[config.mk]
export PLATFORM = sky130hd
export DESIGN_NAME = kairo_clint
export DESIGN_NICKNAME = d
export VERILOG_FILES = /design/src/rtl/kairo_clint_pkg.sv /design/src/rtl/kairo_clint_prescaler.sv /design/src/rtl/kairo_clint.sv
export SDC_FILE = /design/constraint.sdc
export NUM_CORES = 1
export LEC_CHECK = 0
export ABC_AREA = 1
export CELL_PAD_IN_SITES_DETAIL_PLACEMENT = 2
export CELL_PAD_IN_SITES_GLOBAL_PLACEMENT = 2
export CORE_ASPECT_RATIO = 1.5
export CORE_MARGIN = 4
export CORE_UTILIZATION = 30
export DETAILED_ROUTE_END_ITERATION = 10
export HOLD_SLACK_MARGIN = 0.02
export PLACE_DENSITY_LB_ADDON = 0.3
export SYNTH_ARGS = -nofsm -noshare
export SYNTH_HDL_FRONTEND = slang
export SYNTH_SLANG_ARGS = --single-unit
[constraint.sdc]
create_clock -name CLK -period 3.2 [get_ports CLK]
set_input_delay 0.96 -clock CLK [delete_from_list [all_inputs] [get_ports CLK]]
set_output_delay 0.96 -clock CLK [all_outputs]
set_load 0.05 [all_outputs]
[src/rtl/kairo_clint_pkg.sv]
// -----------------------------------------------------------------------------
// kairo_clint_pkg
// Shared definitions for the core-local interruptor (CLINT):
//   - byte offsets of the memory-mapped registers
//   - reset value of mtimecmp
//   - byte-lane strobe merge helper used by every writable register
// -----------------------------------------------------------------------------
package kairo_clint_pkg;

  localparam logic [15:0] CLINT_MSIP_OFS        = 16'h0000;
  localparam logic [15:0] CLINT_MTIMECMP_LO_OFS = 16'h4000;
  localparam logic [15:0] CLINT_MTIMECMP_HI_OFS = 16'h4004;
  localparam logic [15:0] CLINT_MTIME_LO_OFS    = 16'hBFF8;
  localparam logic [15:0] CLINT_MTIME_HI_OFS    = 16'hBFFC;

  // All ones keeps TIMER_EXPIRED low out of reset until software programs a compare value.
  localparam logic [63:0] MTIMECMP_RST = 64'hFFFF_FFFF_FFFF_FFFF;

  // Merge new_w into old_w one byte lane at a time, under control of strb.
  function automatic logic [31:0] apply_wstrb(input logic [31:0] old_w,
                                              input logic [31:0] new_w,
                                              input logic [3:0]  strb);
    logic [31:0] res;
    res = old_w;
    for (int i = 0; i < 4; i++) begin
      if (strb[i]) res[8*i +: 8] = new_w[8*i +: 8];
    end
    return res;
  endfunction

endpackage

[src/rtl/kairo_clint_prescaler.sv]
// -----------------------------------------------------------------------------
// kairo_clint_prescaler
// Divides CLK by TICK_DIV to produce the single-cycle mtime increment pulse.
// The counter runs 0..TICK_DIV-1; tick_o is high in the cycle where the count
// equals TICK_DIV-1, and the counter wraps to 0 on that edge. While hold_i is
// high the counter keeps its value and no tick is produced.
//
// Ports:
//   CLK     in   clock
//   RST_N   in   synchronous active-low reset (counter -> 0)
//   hold_i  in   freeze counter and suppress tick
//   tick_o  out  mtime increment pulse (combinational from the counter)
// -----------------------------------------------------------------------------
module kairo_clint_prescaler #(
  parameter int unsigned TICK_DIV = 1
) (
  input  logic CLK,
  input  logic RST_N,
  input  logic hold_i,
  output logic tick_o
);

  localparam logic [15:0] LAST_CNT = 16'(TICK_DIV - 1);

  logic [15:0] cnt_q;
  logic [15:0] cnt_d;

  always_comb begin
    cnt_d  = cnt_q;
    tick_o = 1'b0;
    if (!hold_i) begin
      if (cnt_q == LAST_CNT) begin
        cnt_d  = 16'd0;
        tick_o = 1'b1;
      end else begin
        cnt_d = cnt_q + 16'd1;
      end
    end
  end

  always_ff @(posedge CLK) begin
    if (!RST_N) cnt_q <= 16'd0;
    else        cnt_q <= cnt_d;
  end

endmodule

[src/rtl/kairo_clint.sv]
// -----------------------------------------------------------------------------
// kairo_clint
// Core-local interruptor feeding the CSR/trap logic. Holds the 64-bit machine
// timer (mtime), its compare register (mtimecmp) and the software interrupt
// bit (msip), exposed as a 32-bit memory-mapped slave with a single-beat
// ENA/READY handshake (fixed one-cycle latency, back-to-back accesses legal).
//
// Register map (word aligned, BUS_ADDR[1:0] ignored):
//   0x0000 msip (bit0)   0x4000/0x4004 mtimecmp lo/hi   0xBFF8/0xBFFC mtime lo/hi
//   Unmapped addresses read 0, ignore writes, and still complete.
//
// Ports:
//   CLK, RST_N        clock, synchronous active-low reset
//   BUS_ENA/BUS_WE    access strobe / write select
//   BUS_ADDR          byte address (ADDR_W bits)
//   BUS_WSTRB/WDATA   write byte enables / data
//   BUS_RDATA/READY   registered read data / one-cycle completion pulse
//   DEBUG_HALT        core debug halt (only used with the option below)
//   TIMER_EXPIRED     registered (mtime >= mtimecmp), unsigned 64-bit
//   MSIP              software interrupt pending
//
// Build option: define KAIRO_CLINT_DEBUG_HALT_EN to freeze the prescaler and
// mtime while DEBUG_HALT is high (bus writes still apply). Without it,
// DEBUG_HALT is ignored.
// -----------------------------------------------------------------------------
module kairo_clint
  import kairo_clint_pkg::*;
#(
  parameter int unsigned TICK_DIV = 1,
  parameter int unsigned ADDR_W   = 16
) (
  input  logic              CLK,
  input  logic              RST_N,
  input  logic              BUS_ENA,
  input  logic              BUS_WE,
  input  logic [ADDR_W-1:0] BUS_ADDR,
  input  logic [3:0]        BUS_WSTRB,
  input  logic [31:0]       BUS_WDATA,
  output logic [31:0]       BUS_RDATA,
  output logic              BUS_READY,
  input  logic              DEBUG_HALT,
  output logic              TIMER_EXPIRED,
  output logic              MSIP
);

  logic [63:0] mtime_q,    mtime_d;
  logic [63:0] mtimecmp_q, mtimecmp_d;
  logic        msip_q,     msip_d;
  logic        expired_q,  expired_d;
  logic [31:0] rdata_q,    rdata_d;
  logic        ready_q;

  logic        tick;
  logic        halt;
  logic        wr;
  logic [31:0] rd_mux;
  logic [ADDR_W-1:0] word_addr;
  logic sel_msip, sel_cmp_lo, sel_cmp_hi, sel_mtime_lo, sel_mtime_hi;

`ifdef KAIRO_CLINT_DEBUG_HALT_EN
  assign halt = DEBUG_HALT;
`else
  logic unused_debug_halt;
  assign halt              = 1'b0;
  assign unused_debug_halt = DEBUG_HALT;
`endif

  kairo_clint_prescaler #(
    .TICK_DIV (TICK_DIV)
  ) u_prescaler (
    .CLK    (CLK),
    .RST_N  (RST_N),
    .hold_i (halt),
    .tick_o (tick)
  );

  // Byte lane bits are not part of the register selection.
  logic [1:0] unused_addr_lsb;
  assign unused_addr_lsb = BUS_ADDR[1:0];
  assign word_addr       = {BUS_ADDR[ADDR_W-1:2], 2'b00};

  assign sel_msip     = (word_addr == ADDR_W'(CLINT_MSIP_OFS));
  assign sel_cmp_lo   = (word_addr == ADDR_W'(CLINT_MTIMECMP_LO_OFS));
  assign sel_cmp_hi   = (word_addr == ADDR_W'(CLINT_MTIMECMP_HI_OFS));
  assign sel_mtime_lo = (word_addr == ADDR_W'(CLINT_MTIME_LO_OFS));
  assign sel_mtime_hi = (word_addr == ADDR_W'(CLINT_MTIME_HI_OFS));

  assign wr = BUS_ENA & BUS_WE;

  always_comb begin
    rd_mux = 32'd0;
    if      (sel_msip)     rd_mux = {31'd0, msip_q};
    else if (sel_cmp_lo)   rd_mux = mtimecmp_q[31:0];
    else if (sel_cmp_hi)   rd_mux = mtimecmp_q[63:32];
    else if (sel_mtime_lo) rd_mux = mtime_q[31:0];
    else if (sel_mtime_hi) rd_mux = mtime_q[63:32];
  end

  always_comb begin
    mtime_d    = mtime_q;
    mtimecmp_d = mtimecmp_q;
    msip_d     = msip_q;
    rdata_d    = rdata_q;

    // A bus write to either mtime word takes priority over the tick; the
    // increment for that cycle is lost while the prescaler keeps running.
    if (wr && sel_mtime_lo && (|BUS_WSTRB)) begin
      mtime_d[31:0] = apply_wstrb(mtime_q[31:0], BUS_WDATA, BUS_WSTRB);
    end else if (wr && sel_mtime_hi && (|BUS_WSTRB)) begin
      mtime_d[63:32] = apply_wstrb(mtime_q[63:32], BUS_WDATA, BUS_WSTRB);
    end else if (tick) begin
      mtime_d = mtime_q + 64'd1;
    end

    if (wr && sel_cmp_lo) mtimecmp_d[31:0]  = apply_wstrb(mtimecmp_q[31:0], BUS_WDATA, BUS_WSTRB);
    if (wr && sel_cmp_hi) mtimecmp_d[63:32] = apply_wstrb(mtimecmp_q[63:32], BUS_WDATA, BUS_WSTRB);
    if (wr && sel_msip && BUS_WSTRB[0]) msip_d = BUS_WDATA[0];

    if (BUS_ENA && !BUS_WE) rdata_d = rd_mux;

    // Compare the post-edge values so the flag tracks the registers it is
    // derived from rather than lagging them by a further cycle.
    expired_d = (mtime_d >= mtimecmp_d);
  end

  always_ff @(posedge CLK) begin
    if (!RST_N) begin
      mtime_q    <= 64'd0;
      mtimecmp_q <= MTIMECMP_RST;
      msip_q     <= 1'b0;
      expired_q  <= 1'b0;
      rdata_q    <= 32'd0;
      ready_q    <= 1'b0;
    end else begin
      mtime_q    <= mtime_d;
      mtimecmp_q <= mtimecmp_d;
      msip_q     <= msip_d;
      expired_q  <= expired_d;
      rdata_q    <= rdata_d;
      ready_q    <= BUS_ENA;
    end
  end

  assign BUS_RDATA     = rdata_q;
  assign BUS_READY     = ready_q;
  assign TIMER_EXPIRED = expired_q;
  assign MSIP          = msip_q;

endmodule

==> flow_metrics.env, run 1 <==
export IMPL_area_delta_synth_final_pct=54.6
export IMPL_cts_root_buf="clkbuf_16"
export IMPL_r2r_slack_ps=-1070
export IMPL_max_cap_viol_count=0
export IMPL_use_met2_pct=73.2
export IMPL_slew_headroom_pct=23.7
export IMPL_antenna_found_initial=6
export IMPL_grt_pass1_vias=22205
export IMPL_die_height_um=264
export IMPL_clk_transition_reported_paths_ps=90
export IMPL_leakage_uw=0.00971
export IMPL_end_kind="flop"
export IMPL_drv_slew=0
export IMPL_die_w_um=179
export IMPL_crit_slowest_cell="dfxtp_1"
export IMPL_synthArstFlopShare_pct=0
export IMPL_grtUsageTotal_pct=42.4
export IMPL_cp_top_family="simple AND/OR/NAND/NOR gates"
export IMPL_clock_sinks=179
export IMPL_path_max_fanout=3
export IMPL_post_drt_wl_per_cell_um=36.8
export IMPL_period_share_pct=133
export IMPL_cpPeakStageDelay_ps=440
export IMPL_use_met3_pct=8.49
export IMPL_crit_type="reg2reg"
export IMPL_cts_buffers=17
export IMPL_vias=20428
export IMPL_worst_hold_slack_ps=484
export IMPL_syn_inst=2090
export IMPL_synth_edf_count=0
export IMPL_core_um2=43100
export IMPL_synthFlopType="dfxtp_1"
export IMPL_ys_seq_area_share_pct=27.3
export IMPL_drc_errors=0
export IMPL_hold_viol_final=0
export IMPL_grtUsageMet1_pct=42.3
export IMPL_synthesis_nets=2214
export IMPL_synth_distinct_cells=50
export IMPL_gr_total_overflow=0
export IMPL_port_buffers=88
export IMPL_ant_nets=0
export IMPL_netlist_area_um2=13100
export IMPL_drt_total_wl_mm=119
export IMPL_synth_seq_cells=179
export IMPL_ctsHtreeMaxLevel=4
export IMPL_skew_ps=19.0
export IMPL_via_per_inst=6.31
export IMPL_grt_pass1_wl_mm=148
export IMPL_rows=93
export IMPL_cts_path_max_buffers=2
export IMPL_grt_max_degree=67
export IMPL_ctsHoldBuffers=0
export IMPL_gp_congestion=0.999
export IMPL_ioPinCount=92
export IMPL_cts_tree="done"
export IMPL_worst_slack_ps=-1070
export IMPL_min_period_ps=4270
export IMPL_worst_path_buf_inv=5
export IMPL_avgSynthCellArea_um2=6.27
export IMPL_grt_setup_unrepaired="yes"
export IMPL_max_freq_mhz=234
export IMPL_yosysWarnings=0
export IMPL_ir_drop_mv=0.444
export IMPL_status="finished with violations"
export IMPL_worstSetupStartpointType="flop"
export IMPL_cp_data_arrival_time_ps=4750
export IMPL_final_nets=2775
export IMPL_fill_cells=5060
export IMPL_path_common_cell="nand2_1"
export IMPL_setup_violations=1
export IMPL_worst_pin_slew_ps=1130
export IMPL_die_area_um2=47200
export IMPL_powerDensity_nw_per_um2=249
export IMPL_dp_hpwl_mm=63.9
export IMPL_final_util_pct=47.1
export IMPL_violations="setup timing"
export IMPL_drt_initial_drc_count=2126
export IMPL_firstDrtPassIters=5
export IMPL_post_route_cells_drive_above_1_share_pct=34.2
export IMPL_clk_latency_ps=530
export IMPL_required_ps=3680
export IMPL_top_usage_layer="met2"
export IMPL_initial_core_util_pct=30.4
export IMPL_hp_class="reg2reg"
==> state kept, by name (all words and copies together), names as in the netlist <==
| register | flops |
|---|---|
| mtimecmp_q | 64 |
| u_prescaler.cnt_q | 16 |
| BUS_RDATA | 32 |
| mtime_q | 64 |
| MSIP | 1 |
| BUS_READY | 1 |
| TIMER_EXPIRED | 1 |
==> final cells by class <==
class                      instances  area, µm²  share of cell area, %
multi-input combinational       1557       9140                   45.1
timing repair buffer             618       5140                   25.3
sequential                       179       3620                   17.8
inverter                         278       1080                   5.34
tap                              570        713                   3.52
clock buffer                      22        474                   2.34
clock inverter                    10       96.3                  0.475
antenna                            1       2.50                 0.0123
==> worst register-to-register path, cell delays in order (launching register included) <==
cell,delay [ps]
dfxtp_1,440
nand2_1,190
buf_4,190
nor2_1,180
nand2_2,170
nor2_4,160
nand3_2,290
nor2_4,250
nand2_2,100
nand2_1,80
nand2_1,80
nand2_1,90
nand2_1,90
nand2_2,120
inv_4,70
ha_4,320
nand2_4,70
nor2_4,130
nand4_1,230
inv_1,150
nand2_1,80
buf_6,140
nor3_4,180
nand4_1,150
nand3_1,150
nand2_1,80
inv_2,80
==> routing by layer <==
metal	vias to the layer above	share of wire [%]
met1	10000	33
met4	4	13
met5	-	0.022
li1	7903	-
met3	930	8.4
met2	1591	46
==> cells in the mapped netlist (2+ instances only) <==
master,n,area (µm²)
o21a_1,2,15.0
a22oi_1,5,37.5
o22ai_2,30,375
nor2_8,6,120
nand3_2,3,30.0
dfxtp_1,179,3580
nor4_1,2,12.5
nand3b_1,8,60.1
o211ai_1,12,90.1
o21ai_0,141,706
ha_1,67,838
nand3_4,2,35.0
a21oi_2,4,35.0
nand2_2,11,68.8
clkbuf_1,42,158
nor3_2,6,60.1
or2_2,7,43.8
nor2_4,11,124
inv_1,255,957
inv_2,17,63.8
inv_4,3,18.8
nand2_4,3,33.8
nand2_1,560,2100
buf_6,5,56.3
nand4_1,47,294
buf_2,22,110
o21ai_1,24,120
xor2_1,17,149
nor2_1,244,916
o31ai_1,6,45.0
nor2_2,12,75.1
inv_6,2,17.5
nor3b_1,3,22.5
nor3_1,29,145
a21oi_1,150,751
buf_4,5,37.5
nand3_1,127,636
o22ai_1,9,56.3
==> through the flow <==
step	std cells	setup TNS (ps)	cell area, µm²	worst slack [ps]	power, µW
2_1_floorplan	2090	-76.1	13100	-76.1	2430
3_3_place_gp	3132	-3020	17900	-1440	2660
3_5_place_dp	3132	-10940	17900	-1710	2670
4_1_cts	3215	-439	19700	-439	4930
5_1_grt	3234	-1130	20300	-1130	5100
6_report	3235	-1070	20300	-1070	5040
==> cell families after synthesis <==
group,synth area share (%)
simple gates,36.9
compound gates,17.1
buf+inv,10.9
flops,27.3
fa+ha+maj,6.40
xor+xnor,1.14
mux,0.162
==> what timing repair did <==
| action | CTS | global route |
|---|---|---|
| endpoints found under the setup margin | 1 | 1 |
| pin swaps | 77 | 66 |
| hold endpoints to repair | 0 | 0 |
| setup buffers | 51 | 19 |
| gates resized for setup | 245 | 149 |
==> report_power, final <==
group | leakage (µW) | internal, µW | switching (µW)
Sequential | 0.00146 | 2230 | 7.62
Combinational | 0.00797 | 153 | 311
Clock | 0.000281 | 1140 | 1200
Total | 0.00971 | 3520 | 1520
==> cells in the final DEF (no fill, tap or decap), types with 47 or more instances in the layout <==
master / instances
inv_1: 238
clkdlybuf4s50_1: 67
a21oi_1: 132
nand2_1: 504
nand4_1: 47
nand2_2: 58
o21ai_0: 115
buf_4: 487
nor2_1: 210
nand3_1: 109
dfxtp_1: 159
==> worst paths after layout <==
path	startpoint	endpoint	depth (start not counted)
setup / recovery	mtime_q[27]$_SDFF_PN0_	TIMER_EXPIRED$_SDFF_PN0_	26
hold / removal	BUS_RDATA[21]$_SDFFE_PN0P_	BUS_RDATA[21]$_SDFFE_PN0P_	2
setup reg to reg	mtime_q[27]$_SDFF_PN0_	TIMER_EXPIRED$_SDFF_PN0_	26
hold reg to reg	BUS_RDATA[21]$_SDFFE_PN0P_	BUS_RDATA[21]$_SDFFE_PN0P_	2
Note: power is estimated with default switching activity, not from simulation.
==> run 2: changes to the inputs <==
--- a/config.mk
+++ b/config.mk
@@ -11,6 +11,7 @@
 export CORE_ASPECT_RATIO = 1.5
 export CORE_MARGIN = 4
 export CORE_UTILIZATION = 30
+export CTS_CLUSTER_SIZE = 12
 export DETAILED_ROUTE_END_ITERATION = 10
 export HOLD_SLACK_MARGIN = 0.02
 export PLACE_DENSITY_LB_ADDON = 0.3
==> results of run 2 <==
No change in the layout: final DEF, timing and power equal those of run 1.
==> run 3: changes to the inputs <==
--- a/config.mk
+++ b/config.mk
@@ -11,6 +11,7 @@
 export CORE_ASPECT_RATIO = 1.5
 export CORE_MARGIN = 4
 export CORE_UTILIZATION = 30
+export CTS_CLUSTER_DIAMETER = 80
 export CTS_CLUSTER_SIZE = 12
 export DETAILED_ROUTE_END_ITERATION = 10
 export HOLD_SLACK_MARGIN = 0.02
==> results of run 3 <==
No change in the layout: final DEF, timing and power equal those of run 1.
